[src/rtl/lw_sha_msg_padder.sv]
// SHA-256 message padder: packs a 32-bit big-endian word stream into 16-word
// blocks, adding the 0x80 marker, zero fill, and the 64-bit bit length.
module lw_sha_msg_padder (
  input  logic              i_clk,
  input  logic              i_rst,
  input  logic              i_in_valid,
  output logic              o_in_ready,
  input  logic [31:0]       i_in_data,
  input  logic              i_in_last,
  input  logic [2:0]        i_in_nbytes,
  output logic              o_blk_valid,
  input  logic              i_blk_ready,
  output logic [15:0][31:0] o_blk_words,
  output logic              o_blk_last
);

  typedef enum logic [1:0] {FILL, MARK, LEN, HOLD} st_t;

  st_t               r_st, w_st_nxt, r_next_st, w_next_st_nxt;
  logic [15:0][31:0] r_w;
  logic [3:0]        r_idx;
  logic [63:0]       r_len;
  logic              r_last;
  logic              w_acc;
  logic [2:0]        w_n;
  logic [31:0]       w_tail;

  assign o_in_ready  = (r_st == FILL);
  assign o_blk_valid = (r_st == HOLD);
  assign o_blk_last  = o_blk_valid & r_last;
  assign o_blk_words = r_w;
  assign w_acc       = i_in_valid & o_in_ready;
  assign w_n         = (i_in_nbytes > 3'd4) ? 3'd4 : i_in_nbytes;

  // Final word with trailing bytes masked and the marker in byte position n
  always_comb begin
    w_tail = i_in_data;
    case (w_n)
      3'd0:    w_tail = 32'h8000_0000;
      3'd1:    w_tail = {i_in_data[31:24], 8'h80, 16'h0000};
      3'd2:    w_tail = {i_in_data[31:16], 8'h80, 8'h00};
      3'd3:    w_tail = {i_in_data[31:8], 8'h80};
      default: w_tail = i_in_data;
    endcase
  end

  always_comb begin
    w_st_nxt      = r_st;
    w_next_st_nxt = r_next_st;
    case (r_st)
      FILL: if (w_acc) begin
        if (!i_in_last) begin
          if (r_idx == 4'd15) begin
            w_st_nxt      = HOLD;
            w_next_st_nxt = FILL;
          end
        end else if (w_n != 3'd4) begin
          if (r_idx <= 4'd13) w_st_nxt = LEN;
          else begin
            w_st_nxt      = HOLD;
            w_next_st_nxt = LEN;
          end
        end else if (r_idx == 4'd15) begin
          w_st_nxt      = HOLD;
          w_next_st_nxt = MARK;
        end else begin
          w_st_nxt = MARK;
        end
      end
      MARK: begin
        if (r_idx <= 4'd13) w_st_nxt = LEN;
        else begin
          w_st_nxt      = HOLD;
          w_next_st_nxt = LEN;
        end
      end
      LEN:  w_st_nxt = HOLD;
      HOLD: if (i_blk_ready) w_st_nxt = r_last ? FILL : r_next_st;
      default: w_st_nxt = FILL;
    endcase
  end

  always_ff @(posedge i_clk) begin
    if (i_rst) begin
      r_st      <= FILL;
      r_next_st <= FILL;
      r_w       <= '0;
      r_idx     <= 4'd0;
      r_len     <= 64'd0;
      r_last    <= 1'b0;
    end else begin
      r_st      <= w_st_nxt;
      r_next_st <= w_next_st_nxt;
      case (r_st)
        FILL: if (w_acc) begin
          if (!i_in_last) begin
            r_w[r_idx] <= i_in_data;
            r_len      <= r_len + 64'd32;
            if (r_idx != 4'd15) r_idx <= r_idx + 4'd1;
          end else begin
            r_w[r_idx] <= w_tail;
            r_len      <= r_len + {58'd0, w_n, 3'd0};
            if (w_n == 3'd4 && r_idx != 4'd15) r_idx <= r_idx + 4'd1;
          end
        end
        MARK: r_w[r_idx] <= 32'h8000_0000;
        LEN: begin
          r_w[14] <= r_len[63:32];
          r_w[15] <= r_len[31:0];
          r_last  <= 1'b1;
        end
        HOLD: if (i_blk_ready) begin
          // Clearing on handoff provides the zero fill for the next block
          r_w   <= '0;
          r_idx <= 4'd0;
          if (r_last) begin
            r_len  <= 64'd0;
            r_last <= 1'b0;
          end
        end
        default: ;
      endcase
    end
  end

endmodule

[config.mk]
export PLATFORM = sky130hd
export DESIGN_NAME = lw_sha_msg_padder
export DESIGN_NICKNAME = d
export VERILOG_FILES = /design/src/rtl/lw_sha_msg_padder.sv
export SDC_FILE = /design/constraint.sdc
export NUM_CORES = 1
export LEC_CHECK = 0
export CORE_ASPECT_RATIO = 1.4
export CORE_MARGIN = 4
export CORE_UTILIZATION = 49
export CTS_CLUSTER_DIAMETER = 120
export CTS_CLUSTER_SIZE = 24
export DETAILED_ROUTE_END_ITERATION = 7
export PLACE_DENSITY = 0.79
export SETUP_SLACK_MARGIN = 0.15
export SYNTH_ARGS = -nofsm -noshare
export SYNTH_HDL_FRONTEND = slang
export SYNTH_SLANG_ARGS = --single-unit
[constraint.sdc]
create_clock -name i_clk -period 3 [get_ports i_clk]
set_input_delay 0.6 -clock i_clk [delete_from_list [all_inputs] [get_ports i_clk]]
set_output_delay 0.6 -clock i_clk [all_outputs]
set_load 0.02 [all_outputs]
# Word-level counts from Yosys, hierarchy flattened
# Cells that the tools add are included.
# Widths: inputs -> output; s select.
# totals
register_bits	585
# classes
n_reduce_logical	15
bitwise_logic	5
muxes	40
order_cmp	4
n_eq_ne	17
n_addsub	3
# op_table
operator	count
$mux 512	3
$pmux 448 s3	1
$bwmux 512	2
$and 496x496->496	1
$not 496->496	1
$mux 64	4
$pmux 64 s4	1
$demux 32 s4	1
$pmux 32 s4	1
$pmux 64 s2	1
$add 64x6->64	1
$add 64x6->64 const B	1
$mux 32	1
$mux 2	13
$mux 4	5
$or 16x16->16	1
$ne 3x1->1 const B	3
$pmux 2 s4	1
$pmux 4 s2	1
$reduce_and 4->1	2
$eq 3x2->1 const B	2
$ne 2x1->1 const B	3
$reduce_and 3->1	2
$reduce_bool 2->1	3
24 further kinds	29

# Logic depth before layout (Yosys ltp)
# Gate-level depths: netlist of run 1.
# logic_depth
depth_word	8
ltp_mapped	10
depth_no_buf	8

# Worst setup path after synthesis of run 1
# OpenSTA, ideal clock, no wires.
# synth_timing
path_type	input-to-reg
from	in i_in_nbytes[0]
to	reg r_len[59]
required_time_ns	2.929
n_path_buf	1
arrival_time_ns	2.727
setup_slack_ns	0.203
stages	9
path_cell_list	nor2b_1 -> ha_1 -> fa_1 -> nand2_1 -> a311o_1 -> or4_1 -> buf_2 -> or4_1 -> a21oi_1
# synth_via
elab_chain_len	6
# synth_rtl
item	line_no	source
start, declared	10	input logic [2:0] i_in_nbytes,
$gt 3x3->1	33	assign w_n = (i_in_nbytes > 3'd4) ? 3'd4 : i_in_nbytes;
$mux 3 *	33	
$add 64x6->64 *	102	r_len <= r_len + {58'd0, w_n, 3'd0};
$mux 64 *	96	if (!i_in_last) begin
$mux 64 *	95	FILL: if (w_acc) begin
$pmux 64 s2 *	94	case (r_st)
end signal, assigned	98	r_len <= r_len + 64'd32;
end signal, assigned	102	
end, declared	22	logic [63:0] r_len;
# Every way passes the cells marked *; elsewhere a longest branch is shown, timed or not. The select of a mux whose other input is x is not followed.
# A chain may end at the register's enable or synchronous reset.

# Worst setup path after layout of run 1
# layout_timing
from	reg r_len[17]
to	reg r_len[38]
# layout_via
elab_chain_len	4
elab_cells_between_ends	5
cone_classes	2 x add/sub; 3 x mux
# layout_rtl
item	line_no
$add 64x6->64 (on tied branches)	98, 102
$mux 64 *	96
$mux 64 *	95
$pmux 64 s2 *	94
# Marked as above.

==> summary.md, run 1 <==
| Metric | Value |
|---|---|
| Compound-Gate Fraction of Synth Area | `18.8%` |
| Pwr dens | `450 mW/mm²` |
| Avg Synthesized Cell Area | `8.14 µm²` |
| Post-synth top area share | `50.3%` |
| Max Clock Skew | `0.0311 ns` |
| Core box area | `0.0469 mm²` |
| Period utilisation layout | `92.7%` |
| Main synth FF type | `dfxtp_1` |
| Clock Tree Buf Depth | `3` |
| Synth Area in Simple Gates | `23.9%` |
| Pint | `10.1 mW` |
| Total chip power | `14.0 mW` |
| Synth cell types | `65` |
| Max VDD drop | `0.463 mV` |
| Vias | `24300` |
| Avg WL per Cell | `25.0 µm` |
| Root Buffer Master | `clkbuf_16` |
| # Max-Cap Violations | `0` |
| First-pass GRT wire length | `144 mm` |
| EDFF count, synth | `0` |
| Num CTS Buffers | `28` |
| Largest net degree at the start of global routing | `183` |
| Critical path class | `reg -> reg` |
| Required @ worst endpoint | `3.55 ns` |
| WP data arrival | `3.33 ns` |
| Mapped Area | `0.0232 mm²` |
| Status | `completed` |
| Worst-Skew Late Latency | `0.62 ns` |
| Sw Share | `27.9%` |
| Setup violators final | `0` |
| I/O Buffers | `554` |
| Dpl hpwl | `70.6 mm` |
| F_max | `360 MHz` |
| Initial DRC count | `2909` |
| Main combinational cell family by area after synthesis | `simple AND/OR/NAND/NOR gates` |
| Die width | `192 µm` |
| Worst hold path class | `in -> reg` |
| Startpoint Class | `flip-flop` |
| Seq cells post-synth | `582` |
| Synthesized net count | `2898` |
| I/O pins | `555` |
| CTS Sinks | `582` |
| Share of synthesized area spent on multiplexers | `0.394%` |
| Routability cong. | `0.983` |
| Drt total wl | `98.8 mm` |
| FFs w/ async S/R, synth | `0%` |
| Post-route DRC | `0` |
| Synth Warn # | `0` |
| Combinational share of power | `13.7%` |
| Cell area after layout | `0.0311 mm²` |
| Total gr overflow | `0` |
| Synth top area cells | `dfxtp_1 (50%), a21oi_1 (7.6%), nand3_1 (7.4%), nand2_1 (6.1%), nor2_1 (4.7%)` |
| FF/Latch Area | `0.0117 mm²` |
| Vias in the first global route | `22600` |
| Largest area contributor in the netlist | `dfxtp_1` |
| Final Hold Fails | `0` |
| Chip Height | `265 µm` |
| Multi-input gate area | `0.0106 mm²` |
| Post-synthesis xor/xnor area fraction | `1.06%` |
| DRT Pass-1 Iters | `7` |
| Slew @ Worst Pin | `1.06 ns` |
| Unrepaired setup endpoints after global routing | `no` |
| Reg power frac | `56.2%` |
| Fraction of layout cells with a size suffix above 1 | `7.53%` |
| H-tree depth | `1` |
| CP endpoint kind | `flip-flop` |
| Switch Pwr | `3.91 mW` |
| Final hold slack | `0.293 ns` |
| Die ar. | `0.0509 mm²` |
| DRT antenna net count | `0` |
| Post-Synth Adder-Cell Area | `0.572%` |
| Clock transition at the registers of the reported paths | `0.11 ns` |
| # fillers | `3864` |
| Leak pwr | `10.4 nW` |
| Slew margin rel. | `29.1%` |
| Worst-path fanout max | `7` |
| Initial Utilization | `49.4%` |
| Final Net Count | `3369` |
| Initial antenna violation count | `1` |
| Post-layout util | `66.3%` |
| Clock share of power | `30.1%` |
| Slew Limit Fails | `0` |
| CTS tree | `yes` |
| GRT Overall Usage | `36.6%` |
| Area after DPL | `0.0304 mm²` |
| Rows | `94` |
| Area Overhead vs Synth | `34.2%` |
| Final setup TNS | `0 ns` |
| Vias per inst | `6.17` |
| Synthesized instance count | `2848` |
| Final Critical Period | `2.78 ns` |
| Sequential area share after synthesis | `50.3%` |
| Setup Buffers After CTS | `0` |
==> per-stage QoR <==
step | setup slack, ns | cells
finish | 0.220 | 3944
global route | 0.154 | 3943
CTS | 0.166 | 3943
detailed placement | -0.543 | 3913
global placement | -0.549 | 3913
floorplan | 0.203 | 2848
==> worst max-delay path, cell delays in order, from the launching register on <==
cell and delay, ns:
dfxtp_1 0.50, nand4_1 0.18, or4_1 0.72, or4_1 0.62, or4_1 0.55, a21oi_1 0.16
==> state kept, by name, summed over array words and instances, names as in the netlist <==
| register | flops |
|---|---|
| r_next_st | 2 |
| r_st | 2 |
| r_idx | 4 |
| r_last | 1 |
| o_blk_words | 512 |
| r_len | 61 |
==> worst paths after layout <==
check	slack, ns	cells after the start	endpoint	from
max	0.22	5	r_len[38]	r_len[17]
min	0.29	2	o_blk_words[165]	i_rst
min reg2reg	0.47	2	o_blk_words[248]	o_blk_words[248]
max reg2reg	0.22	5	r_len[38]	r_len[17]
==> per-layer routing <==
layer / track usage, % / up-vias / part of all wire [%]
li1: - / 10900 / -
met1: 43.2 / 11600 / 35
met2: 60.0 / 1455 / 47
met3: 7.15 / 376 / 9.4
met4: 24.7 / 2 / 8.6
met5: 0 / - / 0.013
==> power groups by stage <==
stage          clock [mW]  combinational, mW  sequential (mW)
2_1_floorplan           0              0.757             8.12
3_3_place_gp            0               1.85             8.05
3_5_place_dp            0               1.87             8.05
4_1_cts              4.24               1.88             7.87
5_1_grt              4.51               1.97             7.88
6_report             4.22               1.92             7.88
==> layout make-up <==
cell class / instances / area share [%]
diodes: 1 / 0.00805
clock buffers: 28 / 2.25
clock inverters: 2 / 0.117
inverters: 23 / 0.278
multi-input cells: 1958 / 33.9
flip-flops and latches: 582 / 37.5
well taps: 624 / 2.51
repair buffers: 726 / 23.5
==> cell families after synthesis <==
| kind of cell | Yosys count |
|---|---|
| xor gates and xnor gates | 28 |
| AOI/OAI and AO/OA | 700 |
| adders and majority gates | 10 |
| buffers and inverters | 308 |
| and+or+nand+nor | 1211 |
| DFF | 582 |
| muxes | 9 |
==> what timing repair did <==
item,CTS,global route
hold buffers,0,0
gates resized for setup,2,3
endpoints found under the setup margin,7,7
pin swaps,0,2
==> synth_stat cells, drive strengths merged (7+ instances only) <==
cell and count:
nor4 20, o21ai 46, and2 9, nor2b 10, clkbuf 259, o22ai 7
a22o 40, nand2 378, or4 13, inv 22, or3 20, nor3 27
nand4 36, buf 26, xor2 10, nor3b 16, a31oi 36, dfxtp 582
and3 25, a32oi 36, nand3 343, a211oi 8, a21oi 353, nor2 288
mux2i 8, ha 9, o31ai 10, and4 7, a22oi 128, nand2b 8
xnor2 18
==> cell usage in the layout, fill, tap and decap left out, types with 8 or more instances in the layout <==
cell / n
a22oi_1: 128
nand3_1: 343
nor3_1: 26
nand4_1: 36
nor2_1: 285
nand2_1: 377
or3_1: 20
and3_1: 25
ha_1: 8
nand2b_1: 8
o21ai_0: 44
inv_1: 22
a31oi_1: 36
nor4_1: 20
mux2i_1: 8
clkbuf_16: 28
nor2b_1: 9
and2_1: 8
xnor2_1: 18
dfxtp_1: 580
or4_1: 10
a21oi_1: 352
a32oi_1: 36
o31ai_1: 10
buf_4: 136
buf_12: 36
xor2_1: 10
clkdlybuf4s50_1: 552
nor3b_2: 15
a22o_1: 40
No activity file was read; power rests on OpenSTA's default activity.
==> run 2, diff against run 1 <==
CORE_ASPECT_RATIO = 0.6   (was 1.4)
CORE_MARGIN = unset   (was 4)
==> run 2 against run 1 <==
Compared with the run above: design area is 1.3% higher; hold slack better by 0.060 ns; power grew 1.6%; first-iteration DRC count rose by 18%; sequential power barely moved; clock power increased by 2%; critical path depth rose by 5; flip-flop and latch count unchanged; setup slack worse by 0.045 ns; die area shrank 5.3%; routed wire length rose by 2.9%; critical path type is now in -> reg; largest power group unchanged.
==> summary.md, run 2 (synthesis results as in run 1) <==
| Metric | Value |
|---|---|
| Most frequent cells in the layout | `dfxtp_1 (580), clkdlybuf4s50_1 (551), nand2_1 (377)` |
| Initial DRC count | `3422` |
| Chip Height | `170 µm` |
| Clock transition at the registers of the reported paths | `0.10 ns` |
| Vias in the first global route | `22700` |
| DRT Pass-1 Iters | `7` |
| Vias | `25000` |
| Pint | `10.2 mW` |
| # Max-Cap Violations | `0` |
| Worst hold path class | `in -> reg` |
| Hold Crit Endpoint | `o_blk_words[320]` |
| Leak pwr | `10.6 nW` |
| Unrepaired setup endpoints after global routing | `yes` |
| Post-layout util | `67.8%` |
| Core box area | `0.0465 mm²` |
| Worst-Skew Late Latency | `0.61 ns` |
| RR Startpoint | `r_len[27]` |
| Sw Share | `28.4%` |
| Max reg flops | `512` |
| GRT Overall Usage | `40.4%` |
| Area Overhead vs Synth | `36.0%` |
| Final Critical Period | `2.82 ns` |
| Required @ worst endpoint | `3.55 ns` |
| Pwr dens | `452 mW/mm²` |
| Combinational share of power | `14.4%` |
| Commonest non-fill, non-tap cell in the layout | `dfxtp_1` |
| Largest net degree at the start of global routing | `179` |
| DRT antenna net count | `0` |
| Dpl hpwl | `72.3 mm` |
| Setup violators final | `0` |
| Die ar. | `0.0482 mm²` |
| CTS Sinks | `582` |
| CTS tree | `yes` |
| Worst hold start | `i_rst` |
| Setup slack, reg-to-reg | `0.33 ns` |
| Routability cong. | `0.975` |
| Clock Tree Buf Depth | `3` |
| Fin cells | `3976` |
| CP endpoint kind | `flip-flop` |
| Hold-fix buffers, CTS | `0` |
| Slew Limit Fails | `0` |
| Rows | `61` |
| Die width | `283 µm` |
| Vias per inst | `6.29` |
| Post-route DRC | `0` |
| Total gr overflow | `0` |
| Slew margin rel. | `32.1%` |
| H-tree depth | `1` |
| F_max | `354 MHz` |
| Setup Buffers After CTS | `0` |
| Period utilisation layout | `94.1%` |
| Final Hold Fails | `0` |
| ANT cells | `0` |
| Initial antenna violation count | `5` |
| Slew @ Worst Pin | `1.02 ns` |
| Avg WL per Cell | `25.5 µm` |
| Status | `completed` |
| Max Clock Skew | `0.0237 ns` |
| Area after DPL | `0.0307 mm²` |
| I/O Buffers | `554` |
| I/O pins | `555` |
| Cell area after layout | `0.0315 mm²` |
| Num CTS Buffers | `28` |
| First-pass GRT wire length | `147 mm` |
| Fraction of layout cells with a size suffix above 1 | `8.43%` |
| Register-to-Register Path Depth | `6` |
| Dpl cells | `3946` |
| Final hold slack | `0.353 ns` |
| WP data arrival | `3.37 ns` |
| Hold Path Depth | `2` |
| Reg power frac | `55.4%` |
| Drt total wl | `102 mm` |
| Final Net Count | `3396` |
| Startpoint Class | `input pin` |
| Clock share of power | `30.2%` |
| Switch Pwr | `4.04 mW` |
| Worst R2R End | `r_len[43]` |
| # fillers | `3709` |
| Max VDD drop | `0.553 mV` |
| Initial Utilization | `49.9%` |
| Root Buffer Master | `clkbuf_16` |
| Total chip power | `14.2 mW` |
| Critical path class | `in -> reg` |
| Worst-path fanout max | `6` |
==> run 2: worst max-delay path: stages <==
cell,delay (ns)
clkdlybuf4s50_1,0.50
nor2b_2,0.15
ha_2,0.20
fa_2,0.21
nand2_1,0.08
a311o_1,0.33
or4_4,0.61
buf_4,0.17
or3_1,0.36
a21oi_2,0.14
==> run 2: routing by layer <==
layer,up-vias,wire length (µm),GRT usage [%]
li1,11000,-,-
met1,12100,41200,56.7
met4,2,5430,17.0
met2,1602,42100,57.5
met3,337,12900,11.6
met5,-,14,0
==> run 2: repair_timing <==
action / in CTS / in global routing
gates cloned: 0 / 0
pin swaps: 0 / 2
endpoints found under the hold margin: 0 / 0
setup endpoints to repair: 8 / 12
resized for setup: 4 / 8
==> run 2: worst max path at each step <==
stage	end	startpoint	slack (ns)	depth (start not counted)
2_1_floorplan	r_len[59]	i_in_nbytes[0]	0.20	9
3_3_place_gp	r_len[51]	i_in_nbytes[0]	-0.59	10
6_report	r_len[43]	i_in_nbytes[2]	0.18	10
4_1_cts	r_len[43]	i_in_nbytes[0]	0.15	10
3_5_place_dp	r_len[43]	i_in_nbytes[2]	-0.57	10
5_1_grt	r_len[43]	i_in_nbytes[2]	0.15	10
==> run 2: stage by stage <==
stage	setup TNS, ns	setup slack [ns]
2_1_floorplan	0	0.203
3_3_place_gp	-7.49	-0.586
3_5_place_dp	-8.90	-0.565
4_1_cts	0	0.154
5_1_grt	0	0.149
6_report	0	0.176
==> run 2: layout make-up <==
class / instances / area [µm²] / area share [%]
clock buffer: 29 / 726 / 2.30
inverter: 23 / 86.3 / 0.274
tap: 630 / 788 / 2.50
clock inverter: 1 / 20.0 / 0.0635
sequential: 582 / 11700 / 37.0
timing repair buffer: 753 / 7670 / 24.3
multi-input combinational: 1958 / 10600 / 33.5
==> run 2: power by group through the flow <==
stage                     clock (mW)  combinational, mW  sequential (mW)
after floorplan                    0              0.757             8.12
after global placement             0               1.94             8.05
after detailed placement           0               1.96             8.06
after CTS                       4.29               1.97             7.88
after global routing            4.57               2.08             7.89
final                           4.30               2.05             7.88
